==> src/rtl/ascon_axis_padder.sv <==
// Ascon input padder: applies 10* byte padding to AD/PT/MSG/Z segments and injects a pad lane after a full final beat.
// Latency 1 cycle (registered lane); s_axis_tready = PASS && slot free, so the stage stalls on blk_ready and during PAD.
// Optional ASCON_PADDER_STATS_EN adds stat_lanes/stat_segs. TUSER: 0 RES,1 KEY,2 NONCE,3 AD,4 PT,5 CT,6 TAG,7 MSG,8 Z,9 DIGEST.
module ascon_axis_padder #(
    parameter int LANE_BYTES = 8
) (
    input  logic        clk,
    input  logic        rst,
    input  logic [63:0] s_axis_tdata,
    input  logic [7:0]  s_axis_tkeep,
    input  logic [3:0]  s_axis_tuser,
    input  logic        s_axis_tlast,
    input  logic        s_axis_tvalid,
    output logic        s_axis_tready,
    output logic [63:0] blk_data,
    output logic [3:0]  blk_type,
    output logic [7:0]  blk_keep,
    output logic        blk_last,
    output logic        blk_valid,
    input  logic        blk_ready,
    output logic        err_keep
`ifdef ASCON_PADDER_STATS_EN
    ,
    output logic [31:0] stat_lanes,
    output logic [15:0] stat_segs
`endif
);
    localparam int WORD_WIDTH = 64;

    if (LANE_BYTES != WORD_WIDTH / 8) begin : g_bad_lane_bytes
        $error("LANE_BYTES must equal WORD_WIDTH/8");
    end

    typedef enum logic [3:0] {
        TUSER_RESERVED = 4'd0,
        TUSER_KEY      = 4'd1,
        TUSER_NONCE    = 4'd2,
        TUSER_AD       = 4'd3,
        TUSER_PT       = 4'd4,
        TUSER_CT       = 4'd5,
        TUSER_TAG      = 4'd6,
        TUSER_MSG      = 4'd7,
        TUSER_Z        = 4'd8,
        TUSER_DIGEST   = 4'd9
    } axi_tuser_t;

    typedef enum logic {ST_PASS, ST_PAD} state_t;

    state_t      r_state, w_state_nxt;
    logic        r_valid, r_last, r_err;
    logic [63:0] r_data;
    logic [3:0]  r_type;
    logic [7:0]  r_keep;

    logic        w_slot_free, w_accept, w_is_pad, w_is_raw;
    logic [3:0]  w_n;
    logic        w_gap, w_seen_zero;
    logic [63:0] w_masked, w_padded;
    logic        w_load, w_err_set, w_ld_last;
    logic [63:0] w_ld_data;
    logic [3:0]  w_ld_type;
    logic [7:0]  w_ld_keep;

    assign w_slot_free   = !r_valid || blk_ready;
    assign s_axis_tready = (r_state == ST_PASS) && w_slot_free;
    assign w_accept      = s_axis_tvalid && s_axis_tready;

    assign w_is_pad = (s_axis_tuser == TUSER_AD) || (s_axis_tuser == TUSER_PT) ||
                      (s_axis_tuser == TUSER_MSG) || (s_axis_tuser == TUSER_Z);
    assign w_is_raw = (s_axis_tuser == TUSER_KEY) || (s_axis_tuser == TUSER_NONCE) ||
                      (s_axis_tuser == TUSER_CT) || (s_axis_tuser == TUSER_TAG);

    // n = trailing ones of tkeep; any 1 above the first 0 is a gap (non-contiguous mask)
    always_comb begin
        w_n         = 4'd0;
        w_gap       = 1'b0;
        w_seen_zero = 1'b0;
        for (int i = 0; i < 8; i++) begin
            if (!s_axis_tkeep[i]) begin
                w_seen_zero = 1'b1;
            end else if (w_seen_zero) begin
                w_gap = 1'b1;
            end else begin
                w_n = w_n + 4'd1;
            end
        end
    end

    always_comb begin
        w_masked = '0;
        w_padded = '0;
        for (int i = 0; i < 8; i++) begin
            w_masked[8*i +: 8] = (4'(i) < w_n) ? s_axis_tdata[8*i +: 8] : 8'h00;
            w_padded[8*i +: 8] = (4'(i) == w_n) ? 8'h01 : w_masked[8*i +: 8];
        end
    end

    always_comb begin
        w_state_nxt = r_state;
        w_load      = 1'b0;
        w_err_set   = 1'b0;
        w_ld_data   = w_masked;
        w_ld_type   = s_axis_tuser;
        w_ld_keep   = s_axis_tkeep;
        w_ld_last   = 1'b0;
        if (r_state == ST_PAD) begin
            w_ld_data = 64'h0000_0000_0000_0001;
            w_ld_type = r_type;
            w_ld_keep = 8'h00;
            w_ld_last = 1'b1;
            if (w_slot_free) begin
                w_load      = 1'b1;
                w_state_nxt = ST_PASS;
            end
        end else if (w_accept) begin
            if (w_is_pad) begin
                w_load    = 1'b1;
                w_err_set = w_gap || (!s_axis_tlast && (s_axis_tkeep != 8'hFF));
                if (s_axis_tlast) begin
                    // A full final beat has no room for the pad byte: emit it as a separate lane
                    if (w_n == 4'd8) begin
                        w_state_nxt = ST_PAD;
                    end else begin
                        w_ld_data = w_padded;
                        w_ld_last = 1'b1;
                    end
                end
            end else if (w_is_raw) begin
                w_load    = 1'b1;
                w_err_set = w_gap;
                w_ld_last = s_axis_tlast;
            end
        end
    end

    always_ff @(posedge clk) begin
        if (rst) begin
            r_state <= ST_PASS;
            r_valid <= 1'b0;
            r_data  <= '0;
            r_type  <= TUSER_RESERVED;
            r_keep  <= '0;
            r_last  <= 1'b0;
            r_err   <= 1'b0;
        end else begin
            r_state <= w_state_nxt;
            if (w_load) begin
                r_valid <= 1'b1;
                r_data  <= w_ld_data;
                r_type  <= w_ld_type;
                r_keep  <= w_ld_keep;
                r_last  <= w_ld_last;
            end else if (blk_ready) begin
                r_valid <= 1'b0;
            end
            if (w_err_set) begin
                r_err <= 1'b1;
            end
        end
    end

    assign blk_valid = r_valid;
    assign blk_data  = r_data;
    assign blk_type  = r_type;
    assign blk_keep  = r_keep;
    assign blk_last  = r_last;
    assign err_keep  = r_err;

`ifdef ASCON_PADDER_STATS_EN
    logic [31:0] r_stat_lanes;
    logic [15:0] r_stat_segs;

    always_ff @(posedge clk) begin
        if (rst) begin
            r_stat_lanes <= '0;
            r_stat_segs  <= '0;
        end else if (r_valid && blk_ready) begin
            r_stat_lanes <= r_stat_lanes + 32'd1;
            if (r_last) begin
                r_stat_segs <= r_stat_segs + 16'd1;
            end
        end
    end

    assign stat_lanes = r_stat_lanes;
    assign stat_segs  = r_stat_segs;
`endif
endmodule
==> config.mk <==
export PLATFORM = sky130hd
export DESIGN_NAME = ascon_axis_padder
export DESIGN_NICKNAME = d
export VERILOG_FILES = /design/src/rtl/ascon_axis_padder.sv
export SDC_FILE = /design/constraint.sdc
export NUM_CORES = 1
export LEC_CHECK = 0
export CORE_ASPECT_RATIO = 1.1
export CORE_MARGIN = 3
export CORE_UTILIZATION = 45
export DETAILED_ROUTE_END_ITERATION = 10
export GPL_TIMING_DRIVEN = 0
export PLACE_DENSITY = 0.85
export SYNTH_ARGS = -nofsm -noshare
export SYNTH_HDL_FRONTEND = slang
export SYNTH_SLANG_ARGS = --single-unit
==> constraint.sdc <==
create_clock -name clk -period 11.3 [get_ports clk]
set_clock_uncertainty 0.1 [all_clocks]
set_input_delay 1.13 -clock clk [delete_from_list [all_inputs] [get_ports clk]]
set_output_delay 1.13 -clock clk [all_outputs]
set_load 0.03 [all_outputs]
# Word level (Yosys, flattened, before mapping)
# Cells that the tools add are included.
# word_totals
reg_bits	80
# op_classes
addsub	7
order_cmp	8
n_eq_ne	17
muxes	80
bitwise_logic	1
n_reduce_logical	16
# ops
cell	n
2-to-1 mux 64 bit	5
2-to-1 mux 8 bit	17
2-to-1 mux 4 bit	14
2-to-1 mux 1 bit	44
adder 4 x 1 -> 4 bit (second input constant)	7
== test 3 x 4 -> 1 bit (first input constant)	4
== test 4 x 3 -> 1 bit (second input constant)	4
less-than comparator 3 x 4 -> 1 bit (first input constant)	4
== test 2 x 4 -> 1 bit (first input constant)	2
== test 4 x 2 -> 1 bit (second input constant)	2
== test 4 bit (second input constant)	2
logical OR 1 bit	8
less-than comparator 1 x 4 -> 1 bit (first input constant)	2
less-than comparator 2 x 4 -> 1 bit (first input constant)	2
!= test 8 bit (second input constant)	1
== test 1 x 4 -> 1 bit (first input constant)	1
== test 4 x 1 -> 1 bit (second input constant)	1
logical NOT 4 bit	1
logical AND 1 bit	3
logical NOT 1 bit	2
AND reduction 2 bit	1
nonzero test 2 bit	1
NOT 1 bit	1

# Logic depth before layout (Yosys ltp)
# Gate-level depths: netlist of the first run.
# logic_depth
depth_word	30
ltp_mapped	24

# Worst setup path after synthesis of the first run
# OpenSTA, ideal clock, no wires.
# synth_timing
path_kind	input to register
start	input port s_axis_tkeep[1]
end	register r_data[8] (netlist: blk_data[8])
t_arrival_ns	6.015
required_time_ns	11.071
slack_ns	5.055
path_stages	21
cell_sequence	nand2_1 -> inv_1 -> ha_1 -> clkbuf_1 -> a21oi_1 -> ha_1 -> o31ai_1 -> xnor2_1 -> mux2_2 -> ha_1 -> mux2i_1 -> o22ai_1 -> ha_1 -> nand2_1 -> mux2i_1 -> mux2_2 -> xnor2_1 -> nand4_1 -> mux2i_1 -> mux2i_1 -> o21ai_0
# synth_via
elab_chain_cells	27
word_cells_on_any_way	35
# synth_rtl
item	line_no	text
start, declared	10	input logic [7:0] s_axis_tkeep,
2-to-1 mux 4 bit	79	if (!s_axis_tkeep[i]) begin
adder 4 x 1 -> 4 bit	84	w_n = w_n + 4'd1;
2-to-1 mux 4 bit	81	end else if (w_seen_zero) begin
2-to-1 mux 4 bit	79	
adder 4 x 1 -> 4 bit	84	
2-to-1 mux 4 bit	81	
2-to-1 mux 4 bit	79	
adder 4 x 1 -> 4 bit	84	
[... 11 more ...]	n/a	
less-than comparator 1 x 4 -> 1 bit	93	w_masked[8*i +: 8] = (4'(i) < w_n) ? s_axis_tdata[8*i +: 8] : 8'h00;
2-to-1 mux 8 bit	93	
2-to-1 mux 8 bit	94	w_padded[8*i +: 8] = (4'(i) == w_n) ? 8'h01 : w_masked[8*i +: 8];
2-to-1 mux 64 bit	121	if (w_n == 4'd8) begin
2-to-1 mux 64 bit	119	if (s_axis_tlast) begin
2-to-1 mux 64 bit	116	if (w_is_pad) begin
2-to-1 mux 64 bit *	115	end else if (w_accept) begin
2-to-1 mux 64 bit *	106	if (r_state == ST_PAD) begin
end signal, assigned	149	r_data <= w_ld_data;
end, declared	51	logic [63:0] r_data;
# Mark *: on every way between the ends. The rest lies on a longest branch, timed or not.
# A chain may end at the register's enable or synchronous reset.

# Worst setup path after layout of the first run
# Same ends and word-level chain as after synthesis.

==> results of run 1 <==
## power by group through the flow
stage | Sequential (uW) | Clock (uW) | Combinational [uW]
3_5_place_dp | 297 | 0 | 114
5_1_grt | 291 | 259 | 125
4_1_cts | 291 | 247 | 115
3_3_place_gp | 297 | 0 | 112
2_1_floorplan | 309 | 0 | 47.9
6_report | 291 | 245 | 116
## kinds of logic after synthesis
| kind of cell | after synthesis | share of synthesized area |
|---|---|---|
| AO/OA/AOI/OAI | 125 | 0.2750 |
| AND/OR/NAND/NOR | 120 | 0.1511 |
| flip-flops | 80 | 0.4406 |
| buffers and inverters | 29 | 0.03098 |
| XOR/XNOR | 13 | 0.04028 |
| multiplexers | 13 | 0.04131 |
| adder cells (fa/ha/maj) | 6 | 0.02065 |
## flip-flops by register name, summed over array words and instances (netlist names)
signal / count
blk_type: 4
blk_last: 1
blk_keep: 8
blk_data: 64
blk_valid: 1
r_state: 1
err_keep: 1
## layout make-up
type,count,area [um2]
buffer,23,90.09
inverter,6,22.52
fill,575,2061
tap,105,131.4
sequential,80,1602
multi-input combinational,277,1921
timing repair buffer,158,1582
clock buffer,9,123.9
clock inverter,7,106.4
## tightest hold or removal path: cells and delay by family, from the launching register on
| family | cells | cell delay, ps |
|---|---|---|
| AND/OR/NAND/NOR | 1 | 50 |
| flip-flops | 1 | 320 |
| AO/OA/AOI/OAI | 1 | 60 |
## worst paths after layout
check | start | endpoint | slack, ps
hold reg to reg | blk_type[1] | blk_type[1] | 370
hold / removal | blk_type[1] | blk_type[1] | 370
setup / recovery | s_axis_tkeep[1] | blk_data[8] | 3730
setup reg to reg | blk_valid | blk_data[37] | 8690
## per-layer routing
metal,vias up,share of wire
met5,-,0
met2,176,0.48
met1,1781,0.42
li1,1794,-
met4,0,0.019
met3,19,0.086
## stage by stage
stage	total power (uW)	cells	setup WS, ps	util
final	651.6	665	3729	0.7302
after detailed placement	411.4	649	3467	0.7001
after CTS	652.8	665	3826	0.7302
after global placement	408.8	649	3711	0.7001
after floorplan	356.7	386	5055	-
after global routing	675.7	665	3235	0.7302
## cells in the final DEF (no fill, tap or decap), types with 7 or more instances in the layout
cell type        netlist  routed
nand3_1                7       7
a21oi_1               15      15
dfxtp_1               80      80
clkbuf_8               0       9
a32oi_1                7       7
a22o_1                43      43
clkbuf_1              20      20
nor2_1                38      38
nand2_1               38      38
clkdlybuf4s50_1        0     158
nor3_1                12      12
mux2i_1                8       8
a2bb2oi_1              9       9
a22oi_1               11      11
xnor2_1                8       8
==> results.tsv, run 1 <==
stage	metric	value	unit
status	status	completed	
placed_design	dpl_cell_area	0.005348	mm2
critical_path	critPathKind	primary input to register	
worst_hold_path	hold_class	register to register	
floorplan	die_h	100.3	um
power	switchingPower	180.1	uW
drt	post_drt_via_cell_ratio	5.669	
sta	fin_tns_setup	0	ps
yosys	ys_types	56	
clocking	clk_pin_slew	90	ps
global_routing	grt_util_met1	0.3050	
critical_path	path_max_fanout	10	
yosys	ys.flop_type	dfxtp_1	
power	swShare	0.2763	
global_routing	grt_use_total	0.2485	
sta	fmax	0.1321	GHz
drt	vias	3770	
yosys	synth-async-reset-ratio	0	
yosys	yosys.area.top_type	dfxtp_1	
global_routing	use_met2	0.4221	
yosys	synth_area	0.003635	mm2
floorplan	top_level_ports	161	
drt	dr.pass1.iters	4	
sta	worst_pin_slew	810.7	ps
run	drv_cap	0	
worst_hold_path	hold_depth	2	
sta	max-slew-margin-rel	0.4441	
clocking	hold_buffers	0	
yosys	yosysSeqAreaShare	0.4406	
yosys	syn-num-nets	473	
placed_design	io_buffers	158	
critical_path	worst_setup_path_end_kind	register	
sta	rsz0062_at_grt	no	
clocking	cts-root-buf	clkbuf_8	
yosys	yosysWarnings	0	
critical_path	cp_cell_sequence	clkdlybuf4s50_1, nand2_1, inv_1, ha_1, clkbuf_1, a21oi_1, ha_1, o31ai_1, xnor2_1, mux2_2, ha_1, mux2i_1, o22ai_1, ha_1, nand2_1, mux2i_1, mux2_2, xnor2_1, nand4_1, mux2i_1, mux2i_1, o21ai_0	
critical_path	crit_buf_inv	3	
critical_path	max_stage_delay	690	ps
finish	n_antenna_cell	0	
clocking	cts-resized-gates	0	
clocking	cts_max_path_buffers	2	
drt	ant_nets	0	
drt	wl	11590	um
sta	final_max_slew_viol_count	0	
global_routing	busiest_layer	met2	
power	peakVddDrop	0.00008596	V
critical_path	worstPathArrival	7710	ps
clocking	tritoncts	yes	
clocking	htree_levels	3	
clocking	clock_latency	360	ps
finish	nets	642	
yosys	synth.area.top_cells	dfxtp_1, a22o_1, nand2_1	
finish	design_area	0.005578	mm2
yosys	netlist_top_cells_count	dfxtp_1, a22o_1, nand2_1, nor2_1, clkbuf_1	
critical_path	slowest_stage	mux2i_1	
floorplan	rows	33	
clocking	cts_setup_buffers	0	
yosys	synth_edf_count	0	
placed_design	place.gp.congestion	0.9272	
placed_design	place_hpwl	8958	um
critical_path	crit_cells	22	
global_routing	grt_max_degree	17	
global_routing	antenna_found_initial	0	
floorplan	start_util	0.4758	
clocking	cts.sinks	80	
global_routing	globalRouteOverflowTotal	0	
yosys	synth.avg_cell_area	9.416	um2
sta	fin_crit_sh	0.6700	
power	cell_internal_pwr	471.5	uW
critical_path	rr_worst_depth	8	
drt	post-route-drc-count	0	
floorplan	die_area	0.009193	mm2
sta	finalHoldViolations	0	
clocking	numCtsBuffers	9	
yosys	synthMostInstantiatedCell	dfxtp_1	
finish	drive_above_1_share	0.05357	
critical_path	critPathRequiredTime	11440	ps
global_routing	grt_util_met3	0.07196	
drt	wl_per_cell	17.42	um
power	powerDensity	116.8	mW/mm2
floorplan	coreArea	0.007639	mm2
critical_path	worst_setup_path_start_kind	primary input	
power	power_frac_seq	0.446	
yosys	ys_seq_elements	80	
power	combPwrFrac	0.178	
floorplan	die_x	91.69	um
power	leakagePower	0.002123	uW
sta	timing.hold.ws	371.8	ps
power	clockPowerShare	0.376	
critical_path	cpLargestDelayFamily	multiplexers	
finish	synthToLayoutAreaGrowth	53.46	%
global_routing	grt_pass1_vias	3704	
sta	finalSetupViolCount	0	
yosys	synth_cells	386	
drt	drt_iter0_drc	125	
global_routing	grt_pass1_wl	18490	um
sta	period_minus_slack	7571	ps
yosys	yosysTopAreaCellShare	0.4406	
Power figures use the tool's default switching activity.
==> run 2, diff against run 1 <==
- CORE_UTILIZATION: 45 -> 42
- PLACE_DENSITY: 0.85 -> 0.8
- clock period: 11.3 -> 7.5 ns (I/O delays scaled with it)
==> run 2 against run 1 <==
  * Cell area grew 0.61%
  * Non-clock buffer count is the same
  * Combinational power grew 50%
  * Largest cell class unchanged
==> results.tsv, run 2 (synthesis gave the netlist of run 1 again) <==
stage	metric	value	unit	change
clocking	numCtsBuffers	9		unchanged
drt	drt_iter0_drc	190		+52%
clocking	cts.sinks	80		unchanged
sta	fin_tns_setup	0	ps	unchanged
drt	ant_nets	0		unchanged
critical_path	critPathKind	primary input to register		
global_routing	use_met2	0.3758		-0.04633
floorplan	die_h	103.6	um	+3.3%
clocking	htree_levels	3		unchanged
critical_path	r2r_end	blk_data[45]		
drt	wl_per_cell	16.93	um	-2.8%
floorplan	coreArea	0.008168	mm2	+6.9%
critical_path	worstPathArrival	7030	ps	-680 ps
critical_path	rr_worst_depth	8		unchanged
finish	fin_cells	667		+0.30%
placed_design	io_buffers	158		unchanged
global_routing	grt_pass1_vias	3640		-1.7%
finish	n_antenna_cell	0		unchanged
sta	worst_pin_slew	655.3	ps	-155.4 ps
global_routing	grt_util_met1	0.2889		-0.01611
clocking	cts_max_path_buffers	2		unchanged
drt	post_drt_via_cell_ratio	5.559		-1.9%
critical_path	worst_setup_path_end_kind	register		
worst_hold_path	hold_depth	2		unchanged
clocking	cts-root-buf	clkbuf_8		
drt	dr.pass1.iters	5		+1
floorplan	die_x	94.70	um	+3.3%
critical_path	critPathRequiredTime	7700	ps	-3740 ps
placed_design	placedCellCount	652		+0.46%
clocking	hold_buffers	0		unchanged
clocking	clock_latency	350	ps	about the same
global_routing	grt_max_degree	15		-2
finish	final_common_cell	clkdlybuf4s50_1		
status	status	completed		
sta	final_max_slew_viol_count	0		unchanged
global_routing	grt_util_met3	0.07759		+0.005628
worst_hold_path	hold_class	register to register		
power	peakVddDrop	0.0001053	V	+22%
critical_path	max_stage_delay	590	ps	-100 ps
power	leakagePower	0.002127	uW	+0.17%
floorplan	rows	34		+3.0%
sta	max-slew-margin-rel	0.5594		+0.1153
floorplan	top_level_ports	161		unchanged
finish	final_cell_mix	clkdlybuf4s50_1, dfxtp_1, a22o_1		
worst_hold_path	min_to	blk_type[0]		
sta	finalHoldViolations	0		unchanged
global_routing	grt_pass1_wl	18060	um	-2.3%
placed_design	place_hpwl	8688	um	-3.0%
clocking	tritoncts	yes		
critical_path	worst_setup_path_start_kind	primary input		
clocking	clk_pin_slew	90	ps	about the same
run	drv_cap	0		unchanged
sta	fmax	0.1464	GHz	
floorplan	die_area	0.009808	mm2	+6.7%
critical_path	crit_path_frequent_cell	ha_1		
finish	nets	642		unchanged
critical_path	r2r_start	blk_valid		
drt	wl	11290	um	-2.6%
critical_path	slowest_stage	o31ai_1		
drt	vias	3708		-1.6%
sta	rsz0062_at_grt	no		
sta	fin_crit_sh	0.9109		
placed_design	place_ws	2.826	ps	-3464 ps
sta	period_minus_slack	6831	ps	
power	powerDensity	178.4	mW/mm2	+53%
global_routing	busiest_layer	met2		
global_routing	globalRouteOverflowTotal	0		unchanged
floorplan	start_util	0.4450		-0.03083
finish	drive_above_1_share	0.05725		+0.003674
sta	finalSetupViolCount	0		unchanged
critical_path	path_max_fanout	10		unchanged
clocking	cts_setup_buffers	0		unchanged
clocking	cts-resized-gates	0		unchanged
global_routing	grt_use_total	0.2285		-0.01997
critical_path	reg2reg_setup_slack	4910	ps	-3780 ps
finish	largest_reg_flops	64		unchanged
sta	setup_slack	668.6	ps	-3061 ps
finish	synthToLayoutAreaGrowth	54.39	%	
critical_path	cp_cell_sequence	clkdlybuf4s50_1, nand2_1, inv_1, ha_1, clkbuf_1, a31oi_1, ha_1, o31ai_1, xnor2_1, mux2_2, ha_1, mux2i_1, o22ai_1, ha_1, nand2_1, mux2i_1, mux2_2, xnor2_2, a211oi_1, mux2i_1, and2_1, clkbuf_1, a22o_1		
drt	post-route-drc-count	0		unchanged
placed_design	place.gp.congestion	0.9716		+4.8%
worst_hold_path	hold_start	blk_type[0]		
global_routing	antenna_found_initial	0		unchanged
run 2: cell count changes in the layout (fill, tap and decap cells not counted), sizes merged:
cell / delta
inv: -4
bufinv: +1
clkinv: +1
clkinvlp: +1
run 2: per-layer routing:
metal  up-vias  share of wire  routed length (um)
li1       1787              -                   -
met1      1714           0.42                4724
met2       194           0.46                5220
met3        13           0.11                1224
met4         0          0.011                 123
met5         -              0                   0
run 2: worst max path at each step:
stage	startpoint	endpoint	slack, ps	cells after the start
floorplan	s_axis_tkeep[1]	blk_data[8]	1640	21
global placement	s_axis_tkeep[1]	blk_data[8]	130	22
detailed placement	s_axis_tkeep[1]	blk_data[8]	3	22
CTS	s_axis_tkeep[1]	blk_data[8]	310	22
global route	s_axis_tkeep[1]	blk_data[8]	200	22
finish	s_axis_tkeep[1]	blk_data[35]	670	23
run 2: power breakdown:
part           switching, uW  total [uW]  internal (uW)
clock                    167         389            222
combinational           91.2         174           82.8
sequential              4.71         438            433
total                    263        1000            738
run 2: critical path, delay by kind of cell:
| kind | cells | cell delay, ps |
|---|---|---|
| adders and majority gates | 4 | 1180 |
| xor gates and xnor gates | 2 | 630 |
| buffers and inverters | 4 | 1330 |
| muxes | 5 | 1440 |
| and+or+nand+nor | 3 | 490 |
| AOI/OAI and AO/OA | 5 | 1210 |
run 2: final cells by class:
cell class / count / area [um2]
Buffer: 23 / 90.09
Clock buffer: 9 / 123.9
Clock inverter: 6 / 117.6
Fill cell: 671 / 2556
Inverter: 6 / 22.52
Multi-Input combinational cell: 277 / 1939
Sequential cell: 80 / 1602
Tap cell: 108 / 135.1
Timing Repair Buffer: 158 / 1582
run 2: metrics by stage:
stage | cell area, um2 | total power [uW] | hold slack [ps] | utilization
CTS | 5593 | 1007 | 366.5 | 0.6847
detailed placement | 5351 | 619.3 | 353.3 | 0.6552
floorplan | 3635 | 537.4 | 395.8 | -
global route | 5612 | 1041 | 387.7 | 0.6870
finish | 5612 | 1001 | 363.8 | 0.6870
global placement | 5351 | 616.3 | 338.8 | 0.6552
==> run 3, diff against run 2 <==
- CORE_MARGIN: 3 -> 1.5
==> run 3 against run 2 <==
  * Worst hold slack worse by 0.87 ps
  * First-iteration DRC count shrank 8.4%
  * Sequential power hardly changed
  * Non-clock buffer count did not move
  * Via count decreased by 0.22%
  * Critical path depth is the same
  * Cell area down 0.78%
  * Global-route usage grew 1.4 points
  * Worst setup slack got worse by 250 ps
  * Count of clock-buffer cells in the layout unchanged
  * Register-to-register slack better by 40 ps
  * Utilization shrank 2.5 points
  * Critical endpoint is now blk_data[34]
==> results.tsv, run 3 (synthesis gave the netlist of run 1 again) <==
stage	metric	value	unit	change
status	status	completed		
finish	largest_reg_flops	64		unchanged
finish	n_antenna_cell	0		unchanged
finish	nets	642		unchanged
global_routing	antenna_found_initial	0		unchanged
worst_hold_path	hold_depth	2		unchanged
floorplan	die_h	100.6	um	-2.9%
clocking	clock_latency	350	ps	about the same
critical_path	r2r_start	blk_valid		
sta	fin_tns_setup	0	ps	unchanged
drt	post-route-drc-count	0		unchanged
drt	wl	10990	um	-2.6%
critical_path	crit_path_frequent_cell	ha_1		
power	peakVddDrop	0.0001194	V	+13%
worst_hold_path	hold_start	blk_type[0]		
global_routing	grt_use_total	0.2427		+0.01417
critical_path	r2r_end	blk_data[39]		
run	drv_cap	0		unchanged
finish	final_common_cell	clkdlybuf4s50_1		
finish	synthToLayoutAreaGrowth	53.18	%	
power	leakagePower	0.002101	uW	-1.2%
clocking	hold_buffers	0		unchanged
drt	wl_per_cell	16.38	um	-3.2%
global_routing	use_met2	0.4064		+0.03061
global_routing	grt_max_degree	17		+2
floorplan	die_area	0.009222	mm2	-6.0%
sta	rsz0062_at_grt	yes		
drt	ant_nets	0		unchanged
critical_path	reg2reg_setup_slack	4950	ps	+40 ps
global_routing	globalRouteOverflowTotal	0		unchanged
critical_path	rr_worst_depth	8		unchanged
clocking	cts_max_path_buffers	2		unchanged
critical_path	path_max_fanout	10		unchanged
critical_path	crit_buf_inv	4		unchanged
sta	max-slew-margin-rel	0.4816		-0.07779
floorplan	die_x	91.70	um	-3.2%
critical_path	cp_cell_sequence	clkdlybuf4s50_1, nand2_1, inv_1, ha_1, clkbuf_1, a21oi_1, ha_1, o31ai_1, xnor2_1, mux2_2, ha_1, mux2i_1, o22ai_1, ha_1, nand2_1, mux2i_1, mux2_2, xnor2_1, a211oi_1, mux2i_1, and2_1, clkbuf_1, a22o_1		
finish	drive_above_1_share	0.05536		-0.001888
sta	worst_pin_slew	772.1	ps	+116.7 ps
floorplan	rows	35		+2.9%
drt	drt_iter0_drc	174		-8.4%
clocking	htree_levels	3		unchanged
sta	fmax	0.1413	GHz	-3.5%
floorplan	start_util	0.4323		-0.01271
critical_path	worst_setup_path_start_kind	primary input		
global_routing	busiest_layer	met2		
finish	final_cell_mix	clkdlybuf4s50_1, dfxtp_1, a22o_1		
drt	post_drt_via_cell_ratio	5.514		-0.81%
sta	finalHoldViolations	0		unchanged
placed_design	io_buffers	158		unchanged
placed_design	place_hpwl	8315	um	-4.3%
critical_path	worstPathArrival	7270	ps	+240 ps
power	powerDensity	171.0	mW/mm2	-4.2%
placed_design	place.gp.congestion	0.8477		-13%
sta	finalSetupViolCount	0		unchanged
sta	final_max_slew_viol_count	0		unchanged
sta	period_minus_slack	7078	ps	+246.5 ps
sta	fin_crit_sh	0.9437		+0.03286
clocking	numCtsBuffers	9		unchanged
clocking	clk_pin_slew	90	ps	about the same
clocking	tritoncts	yes		
worst_hold_path	min_to	blk_type[0]		
global_routing	grt_pass1_vias	3504		-3.7%
critical_path	max_stage_delay	640	ps	+50 ps
critical_path	worst_setup_path_end_kind	register		
floorplan	top_level_ports	161		unchanged
critical_path	cpLargestDelayFamily	multiplexers		
worst_hold_path	hold_class	register to register		
global_routing	grt_pass1_wl	17840	um	-1.2%
drt	dr.pass1.iters	4		-1
drt	vias	3700		-0.22%
clocking	cts_setup_buffers	0		unchanged
finish	fin_cells	671		+0.60%
critical_path	slowest_stage	o31ai_1		
global_routing	grt_util_met3	0.06184		-0.01575
critical_path	critPathKind	primary input to register		
global_routing	grt_util_met1	0.3088		+0.01990
clocking	cts-root-buf	clkbuf_8		
placed_design	placedCellCount	655		+0.46%
floorplan	coreArea	0.008408	mm2	+2.9%
clocking	cts.sinks	80		unchanged
critical_path	critPathRequiredTime	7690	ps	about the same
[run 3: changes by cell type in the layout (fill, tap and decap cells not counted)]
| cell | before | now |
|---|---|---|
| bufinv_16 | 3 | 1 |
| inv_6 | 0 | 2 |
| xnor2_1 | 6 | 8 |
| xnor2_2 | 2 | 0 |
| clkinv_4 | 1 | 0 |
| clkinvlp_4 | 1 | 2 |
| inv_8 | 1 | 2 |
[run 3: repair_timing]
item	4_1_cts	5_1_grt
setup endpoints to repair	0	9
endpoints found under the hold margin	0	0
gates resized for setup	0	1
[run 3: how the worst max path moves through the flow]
stage / startpoint / to / slack, ps / cells past startpoint
finish: s_axis_tkeep[1] / blk_data[34] / 420 / 23
global route: s_axis_tkeep[1] / blk_data[0] / -40 / 22
CTS: s_axis_tkeep[1] / blk_data[15] / 360 / 22
detailed placement: s_axis_tkeep[1] / blk_data[8] / -5 / 22
global placement: s_axis_tkeep[1] / blk_data[8] / 110 / 22
floorplan: s_axis_tkeep[1] / blk_data[8] / 1640 / 21
[run 3: metal layers]
metal | vias to the layer above | share of wire
met5 | - | 0
met1 | 1721 | 0.43
li1 | 1789 | -
met4 | 0 | 0.014
met3 | 13 | 0.082
met2 | 177 | 0.47
[run 3: tightest hold or removal path, cell delays in order, from the launching register on]
cell and delay [ps]:
dfxtp_1 320, nand2_1 50, a21oi_1 50
[run 3: final cells by class]
cell class	count	area (um2)
clock inverter	7	85.08
clock buffer	9	123.9
buffer	23	90.09
multi-input combinational	277	1924
timing repair buffer	158	1582
tap	111	138.9
fill	712	2840
inverter	6	22.52
sequential	80	1602
[run 3: metrics by stage]
step | power (uW) | util | hold slack, ps | area, um2 | worst slack [ps]
2_1_floorplan | 537.4 | - | 395.8 | 3635 | 1635
5_1_grt | 993.2 | 0.6622 | 387.3 | 5568 | -44.85
4_1_cts | 957.7 | 0.6618 | 364.5 | 5564 | 359.1
3_3_place_gp | 617.6 | 0.6369 | 340.4 | 5355 | 107.0
3_5_place_dp | 620.1 | 0.6369 | 351.6 | 5355 | -5.140
6_report | 952.0 | 0.6622 | 362.9 | 5568 | 422.1
[run 3: power by group]
part           internal, uW  switching [uW]  total, uW
clock                   161             179        340
combinational          82.6            91.4        174
sequential              433            4.70        438
